File: config.mk
export PLATFORM = sky130hd
export DESIGN_NAME = mesh_job_sequencer
export DESIGN_NICKNAME = d
export VERILOG_FILES = /design/src/rtl/mesh_job_sequencer.sv
export SDC_FILE = /design/constraint.sdc
export NUM_CORES = 1
export LEC_CHECK = 0
export ABC_AREA = 1
export CORE_UTILIZATION = 38
export CTS_CLUSTER_SIZE = 40
export DETAILED_ROUTE_END_ITERATION = 6
export PLACE_DENSITY = 0.77
export REMOVE_ABC_BUFFERS = 1
export SLEW_MARGIN = 10
export SYNTH_ARGS = -nofsm -noshare
export SYNTH_HDL_FRONTEND = slang
export SYNTH_SLANG_ARGS = --single-unit
File: constraint.sdc
create_clock -name clk -period 1.26 [get_ports clk]
set_input_delay 0.252 -clock clk [delete_from_list [all_inputs] [get_ports clk]]
set_output_delay 0.252 -clock clk [all_outputs]
set_load 0.02 [all_outputs]
File: src/rtl/mesh_job_sequencer.sv
// Job sequencer for the mesh core: weight preload, start pulse,
// fixed-latency wait, then result hand-off over valid/ready.
module mesh_job_sequencer #(
  parameter int DW             = 8,
  parameter int ROWS           = 2,
  parameter int COLS           = 4,
  parameter int ROW_W          = 1,
  parameter int COL_W          = 2,
  parameter int COMPUTE_CYCLES = 10,
  parameter int TMR_W          = 5
) (
  input  logic                     clk,
  input  logic                     rst_n,
  input  logic                     x_valid,
  output logic                     x_ready,
  input  logic                     x_load,
  input  logic [COLS*DW-1:0]       x_vector,
  input  logic                     w_valid,
  output logic                     w_ready,
  input  logic [DW-1:0]            w_data,
  output logic                     preload_valid,
  output logic [ROW_W+COL_W-1:0]   preload_addr,
  output logic [DW-1:0]            preload_data,
  output logic                     start,
  output logic [COLS*DW-1:0]       x_vector_flat,
  input  logic [ROWS*2*DW-1:0]     result_flat,
  output logic                     r_valid,
  input  logic                     r_ready,
  output logic [ROWS*2*DW-1:0]     r_data,
  output logic                     busy
);

  typedef enum logic [2:0] {
    IDLE, LOAD, SETTLE, START, RUN, OUT
  } state_e;

  state_e state_q, state_d;

  logic [ROW_W-1:0]         row_q;
  logic [COL_W-1:0]         col_q;
  logic [TMR_W-1:0]         tmr_q;
  logic                     wt_loaded_q;
  logic                     pv_q;
  logic [ROW_W+COL_W-1:0]   pa_q;
  logic [DW-1:0]            pd_q;
  logic [COLS*DW-1:0]       xv_q;
  logic                     rv_q;
  logic [ROWS*2*DW-1:0]     rd_q;

  logic x_hs, w_hs;
  logic last_col, last_row, tmr_zero;

  assign x_hs     = x_valid & x_ready;
  assign w_hs     = w_valid & w_ready;
  assign last_col = (col_q == COL_W'(COLS - 1));
  assign last_row = (row_q == ROW_W'(ROWS - 1));
  assign tmr_zero = (tmr_q == '0);

  always_ff @(posedge clk or negedge rst_n) begin
    if (!rst_n) state_q <= IDLE;
    else        state_q <= state_d;
  end

  always_comb begin
    state_d = state_q;
    unique case (state_q)
      IDLE:    if (x_hs)
                 state_d = (x_load || !wt_loaded_q) ? LOAD : START;
      LOAD:    if (w_hs && last_col && last_row) state_d = SETTLE;
      SETTLE:  state_d = START;
      START:   state_d = RUN;
      RUN:     if (tmr_zero) state_d = OUT;
      OUT:     if (r_ready) state_d = IDLE;
      default: state_d = IDLE;
    endcase
  end

  // x_ready is gated by rst_n so it reads 0 while reset is held
  always_comb begin
    x_ready = (state_q == IDLE) & rst_n;
    w_ready = (state_q == LOAD);
    start   = (state_q == START);
    busy    = (state_q != IDLE);
  end

  always_ff @(posedge clk or negedge rst_n) begin
    if (!rst_n) begin
      row_q       <= '0;
      col_q       <= '0;
      tmr_q       <= '0;
      wt_loaded_q <= 1'b0;
      pv_q        <= 1'b0;
      pa_q        <= '0;
      pd_q        <= '0;
      xv_q        <= '0;
      rv_q        <= 1'b0;
      rd_q        <= '0;
    end else begin
      pv_q <= w_hs;
      if (x_hs) begin
        xv_q  <= x_vector;
        row_q <= '0;
        col_q <= '0;
      end
      if (w_hs) begin
        pa_q <= {row_q, col_q};
        pd_q <= w_data;
        if (last_col) begin
          col_q <= '0;
          row_q <= last_row ? '0 : row_q + 1'b1;
          if (last_row) wt_loaded_q <= 1'b1;
        end else begin
          col_q <= col_q + 1'b1;
        end
      end
      if (state_q == START)
        tmr_q <= TMR_W'(COMPUTE_CYCLES - 1);
      else if (state_q == RUN && !tmr_zero)
        tmr_q <= tmr_q - 1'b1;
      if (state_q == RUN && tmr_zero) begin
        rd_q <= result_flat;
        rv_q <= 1'b1;
      end else if (state_q == OUT && r_ready) begin
        rv_q <= 1'b0;
      end
    end
  end

  assign preload_valid = pv_q;
  assign preload_addr  = pa_q;
  assign preload_data  = pd_q;
  assign x_vector_flat = xv_q;
  assign r_valid       = rv_q;
  assign r_data        = rd_q;

endmodule

==> results.json, run 1 <==
{
  "via_count": 3514,
  "tightestPinTransition_ps": 430.1,
  "hpwlAfterDp_microns": 7017,
  "final_cells": 755,
  "top_layer": "met4",
  "peakVddDrop_v": 0.001078,
  "seq_area_frac_synth_pct": 61.57,
  "drv_cap": 0,
  "cts_sinks": 89,
  "grt_pass1_vias": 3282,
  "route.met3.wl_microns": 421,
  "min_path_type": "in -> async",
  "wl_microns": 10590,
  "switching_power_mw": 5.960,
  "overflow": 0,
  "comb_power_share_pct": 49.0,
  "synth.distinct_cells": 21,
  "crit_fanout": 8,
  "regToRegStartpoint": "state_q[0]",
  "drc_errors": 0,
  "gp_congestion": 0.8350,
  "rsz0062_at_grt": "yes",
  "totalPowerFinal_mw": 13.85,
  "port_buffers": 158,
  "synth_seq_cells": 89,
  "crit_type": "reg -> reg",
  "synth_area_leaders": "dfrtp_1, nand2_1, nand3_1",
  "end_kind": "register",
  "core_sq_um": 9240,
  "die_h_microns": 99.57,
  "io_pins": 159,
  "cts_tree": "yes",
  "final_common_cell": "nand2_1",
  "start_util_pct": 39.15,
  "cts-buffers-inserted": 9,
  "fin_skew_ps": 9.123,
  "h-tree-depth": 3,
  "wl_met1_microns": 4410,
  "violations": "negative setup slack",
  "syn_area_sq_um": 3617,
  "grt_max_degree": 46,
  "regToRegSetupSlack_ps": -350,
  "fill_cells": 754,
  "cellPowerDensity_nw_per_um2": 2293,
  "rows": 35,
  "crit_required_ps": 1560,
  "grt.total_usage_pct": 20.29,
  "hold_viol_final": 0,
  "fin_crit_sh_pct": 127.6,
  "seqCellArea_sq_um": 2227,
  "rr_endpoint": "r_data[6]",
  "drt_pass1_iterations": 4,
  "drive_above_1_share_pct": 38.72,
  "share_seq_of_total_power_pct": 36.4,
  "vias_per_cell": 4.654,
  "ys_warn_count": 0,
  "nets": 700,
  "power_frac_clock_pct": 14.6,
  "relSlewSlack_pct": 71.33,
  "postLayoutCoreUtil_pct": 65.36,
  "crit_path_start_kind": "register",
  "synth_top_area_cell": "dfrtp_1",
  "switching_share_pct": 43.03,
  "dieArea_sq_um": 9913,
  "final_cell_mix": "nand2_1, dfrtp_1, clkdlybuf4s50_1",
  "ant_nets": 0,
  "crit_arrival_ps": 1910,
  "multiInputGateArea_sq_um": 1534,
  "intPower_mw": 7.891,
  "post_drt_wl_per_cell_microns": 14.02,
  "reg2regPathDepth": 11,
  "clock_path_buffers": 2,
  "status": "finished with violations",
  "grt_pass1_wl_microns": 15840,
  "max_clock_freq_mhz": 622.1,
  "route.met2.wl_microns": 5556,
  "cts_root_buf": "clkbuf_8",
  "antenna_found_initial": 1,
  "worst_slack_ps": -347.6,
  "clkLatencyLatePin_ps": 360,
  "areaGrowthSynthToFinish_pct": 66.97,
  "setup_viol": 92,
  "fin_crit_ps": 1608,
  "power.leakage_nw": 3.075,
  "drv_slew": 0,
  "placed_cells": 718,
  "yosysTopAreaCellShare_pct": 61.57,
  "synth_area_per_cell_sq_um": 8.716,
  "synthCells": 415,
  "fp.dieW_microns": 99.57,
  "drt_first_iter_violations": 101,
  "path_clk_slew_ps": 90
}
==> layer usage <==
layer,up-vias,GRT usage (%)
li1,1697,-
met1,1702,25.36
met2,96,34.51
met3,19,4.216
met4,0,8.032
met5,-,0
==> state kept, by name, summed over array words and instances (netlist names) <==
register / flops
r_data: 32
x_vector_flat: 32
preload_data: 8
tmr_q: 5
preload_addr: 3
state_q: 3
col_q: 2
last_row: 1
preload_valid: 1
r_valid: 1
wt_loaded_q: 1
==> timing repair <==
action,in CTS,in global routing
setup buffers,6,8
endpoints found under the hold margin,11,0
hold buffers,1,0
gates resized for setup,344,131
gates cloned,1,6
pin swaps,6,21
endpoints found under the setup margin,169,151
==> area by class of cell <==
cell class | count | share of cell area [%]
Timing Repair inverter | 3 | 0.8494
Multi-Input combinational cell | 287 | 25.40
Clock inverter | 7 | 1.305
Inverter | 22 | 1.885
Timing Repair Buffer | 208 | 28.92
Tap cell | 129 | 2.672
Sequential cell | 89 | 36.88
Clock buffer | 9 | 2.051
Antenna cell | 1 | 0.04143
==> how the worst max path moves through the flow <==
| stage | startpoint | to | slack, ps | cells past startpoint |
|---|---|---|---|---|
| floorplan | state_q[0] | last_row | -680 | 8 |
| global placement | state_q[1] | x_vector_flat[16] | -410 | 8 |
| detailed placement | state_q[0] | x_vector_flat[15] | -470 | 8 |
| CTS | state_q[1] | x_vector_flat[15] | -370 | 8 |
| global route | state_q[0] | r_data[20] | -420 | 11 |
| finish | state_q[0] | r_data[6] | -350 | 11 |
==> critical path, cell delays in order, from the launching register on <==
cell and delay, ps:
dfrtp_1 420, buf_6 140, inv_4 50, nand2_2 60, nor2_4 110, inv_2 70
nor2_4 130, buf_12 120, buf_16 180, buf_12 150, nand2_1 60, nand2_1 60
==> cell usage after synthesis <==
library cell,number
nand3b_1,1
buf_2,11
inv_1,18
a21oi_1,3
nor3_1,1
o31ai_1,1
a31oi_1,1
nor2_1,10
inv_2,4
nor2_4,4
buf_4,2
nand2_1,210
o21ai_0,7
ha_1,2
nand3_1,43
dfrtp_1,89
buf_6,1
nor2_2,1
nand2_4,1
and2_1,1
clkbuf_1,4
==> metrics by stage <==
stage	hold WS [ps]	TNS (ps)	setup WS [ps]	instance area, sq um
after floorplan	-43.59	-36730	-675.8	3521
after global placement	194.9	-24770	-411.2	5517
after detailed placement	195.2	-27960	-471.2	5517
after CTS	357.5	-24120	-374.2	5603
after global routing	372.4	-28000	-422.4	6040
final	375.3	-21840	-347.6	6040
==> power by group through the flow <==
stage	clock, mW	sequential [mW]	combinational, mW
floorplan	0	6.33	1.71
global placement	0	4.89	6.78
detailed placement	0	4.92	6.94
CTS	2.05	4.87	6.14
global route	2.19	5.21	7.37
finish	2.02	5.04	6.79
==> cells by family (layout without fill, tap and decap cells) <==
logic type / after synthesis / after routing / share of synthesized area (%)
AND/OR/NAND/NOR: 272 / 273 / 31.03
flip-flops: 89 / 89 / 61.57
buffers and inverters: 40 / 249 / 4.946
AO/OA/AOI/OAI: 12 / 12 / 1.764
adder cells (fa/ha/maj): 2 / 2 / 0.6917
other: 0 / 1 / 0
No activity file was read; power rests on OpenSTA's default activity.
==> inputs of run 2 (changes only) <==
--- a/config.mk
+++ b/config.mk
@@ -6,6 +6,7 @@
 export NUM_CORES = 1
 export LEC_CHECK = 0
 export ABC_AREA = 1
+export CORE_ASPECT_RATIO = 0.75
 export CORE_UTILIZATION = 38
 export CTS_CLUSTER_SIZE = 40
 export DETAILED_ROUTE_END_ITERATION = 6
==> run 2 against run 1 <==
- die area barely moved
- total power is 6.5% higher
- design area increased by 2.4%
- the run still ends with negative setup slack left
- flip-flop and latch count is the same
- fmax is 3.8% higher
- critical path type is now reg -> out
- setup slack better by 59 ps
- non-clock buffer count fell by 4
- critical endpoint is now x_ready
- core utilization rose by 2.2 points
==> results.json, run 2 (same netlist as run 1, synthesis figures left out) <==
{
  "rows": 30,
  "drt_pass1_iterations": 4,
  "final_cells": 747,
  "port_buffers": 158,
  "relSlewSlack_pct": 60.74,
  "ant_nets": 0,
  "fin_skew_ps": 9.972,
  "end_kind": "output pin",
  "tightestPinTransition_ps": 589.0,
  "grt.total_usage_pct": 20.10,
  "final_common_cell": "nand2_1",
  "crit_path_start_kind": "register",
  "drc_errors": 0,
  "areaGrowthSynthToFinish_pct": 71.01,
  "clock_path_buffers": 2,
  "cts_sinks": 89,
  "grt_pass1_wl_microns": 15500,
  "crit_type": "reg -> out",
  "start_util_pct": 39.49,
  "gp_congestion": 0.8757,
  "violations": "negative setup slack",
  "antenna_found_initial": 0,
  "hpwlAfterDp_microns": 6765,
  "drive_above_1_share_pct": 36.19,
  "wl_microns": 10340,
  "hold_slack_ps": 27.27,
  "status": "finished with violations",
  "worst_slack_ps": -288.8,
  "crit_arrival_ps": 1300,
  "clkLatencyLatePin_ps": 320,
  "path_clk_slew_ps": 70,
  "nets": 694,
  "max_clock_freq_mhz": 645.7,
  "drv_slew": 0,
  "final_cell_mix": "nand2_1, dfrtp_1, clkdlybuf4s50_1",
  "cts-buffers-inserted": 9,
  "grt_pass1_vias": 3315,
  "min_path_type": "in -> async",
  "core_sq_um": 9159,
  "via_count": 3437,
  "grt_max_degree": 47,
  "dieArea_sq_um": 9918,
  "placed_cells": 716,
  "crit_required_ps": 1010,
  "multiInputGateArea_sq_um": 1504,
  "hold_viol_final": 0,
  "io_pins": 159,
  "rsz0062_at_grt": "yes",
  "fin_crit_ps": 1549,
  "cellPowerDensity_nw_per_um2": 2386,
  "fill_cells": 729,
  "diodes": 0,
  "fin_crit_sh_pct": 122.9,
  "cts_root_buf": "clkbuf_16",
  "post_drt_wl_per_cell_microns": 13.85,
  "dp_slack_ps": -443.3,
  "vias_per_cell": 4.601,
  "drv_cap": 0,
  "holdBufCountCts": 0,
  "overflow": 0,
  "fp.dieW_microns": 114.7,
  "drt_first_iter_violations": 155,
  "seqCellArea_sq_um": 2227,
  "setup_viol": 92,
  "cts_tree": "yes",
  "h-tree-depth": 3,
  "die_h_microns": 86.50,
  "power.leakage_nw": 3.087,
  "peakVddDrop_v": 0.001052,
  "crit_fanout": 5
}
[run 2: changes by cell type in the layout (fill, tap and decap cells not counted), sizes merged]
| cell | previous run | this run |
|---|---|---|
| clkbuf | 11 | 49 |
| dlygate4sd3 | 1 | 0 |
| inv | 26 | 24 |
| buf | 128 | 66 |
| diode | 1 | 0 |
| clkinv | 3 | 1 |
| nand2 | 212 | 211 |
| clkdlybuf4s15 | 0 | 25 |
| bufbuf | 1 | 0 |
[run 2: per-layer routing]
layer / up-vias / GRT usage [%] / wire length [microns]
met1: 1611 / 25.74 / 4488
met4: 0 / 4.604 / 68
li1: 1678 / - / -
met2: 142 / 33.11 / 4934
met5: - / 0 / 0
met3: 6 / 6.853 / 853
[run 2: final cells by class]
type,instances,share of cell area [%]
clock inverters,4,0.8697
clock buffers,12,3.823
multi-input cells,286,24.31
repair inverters,2,0.5057
repair buffers,204,29.98
well taps,128,2.589
inverters,22,1.922
flip-flops and latches,89,36.00
[run 2: final timing paths]
kind | end | start | depth (start not counted) | slack (ps)
max | x_ready | state_q[0] | 4 | -290
min | x_vector_flat[17] | rst_n | 2 | 30
max reg2reg | col_q[0] | state_q[0] | 8 | -270
min reg2reg | wt_loaded_q | wt_loaded_q | 2 | 460
max in group asynchronous | r_data[24] | rst_n | 3 | 390
min in group clk | x_vector_flat[18] | rst_n | 5 | 340
[run 2: metrics by stage]
stage / util (%) / power (mW) / instance area (sq um) / TNS (ps)
finish: 67.54 / 14.76 / 6186 / -19380
global route: 67.54 / 15.63 / 6186 / -26250
CTS: 67.02 / 14.36 / 6138 / -17480
detailed placement: 60.41 / 11.82 / 5533 / -29970
global placement: 60.41 / 11.68 / 5533 / -25620
floorplan: - / 8.039 / 3521 / -36730
[run 2: repair_timing]
item                                    4_1_cts  5_1_grt
resized for setup                           256      155
setup buffers                                 6       11
cloned                                        3        0
pin swaps                                     5       26
endpoints found under the setup margin      168      141
[run 2: critical path: stages, from the launching register on]
cell,delay [ps]
dfrtp_1,410
nor2_2,160
nand2_2,90
nor2_4,180
buf_6,150
[run 2: power breakdown]
group | leakage, nW | total [mW] | switching (mW) | internal [mW]
registers | 1.10 | 5.03 | 0.864 | 4.17
clock network | 0.133 | 2.60 | 1.06 | 1.54
logic | 1.86 | 7.13 | 4.10 | 3.03
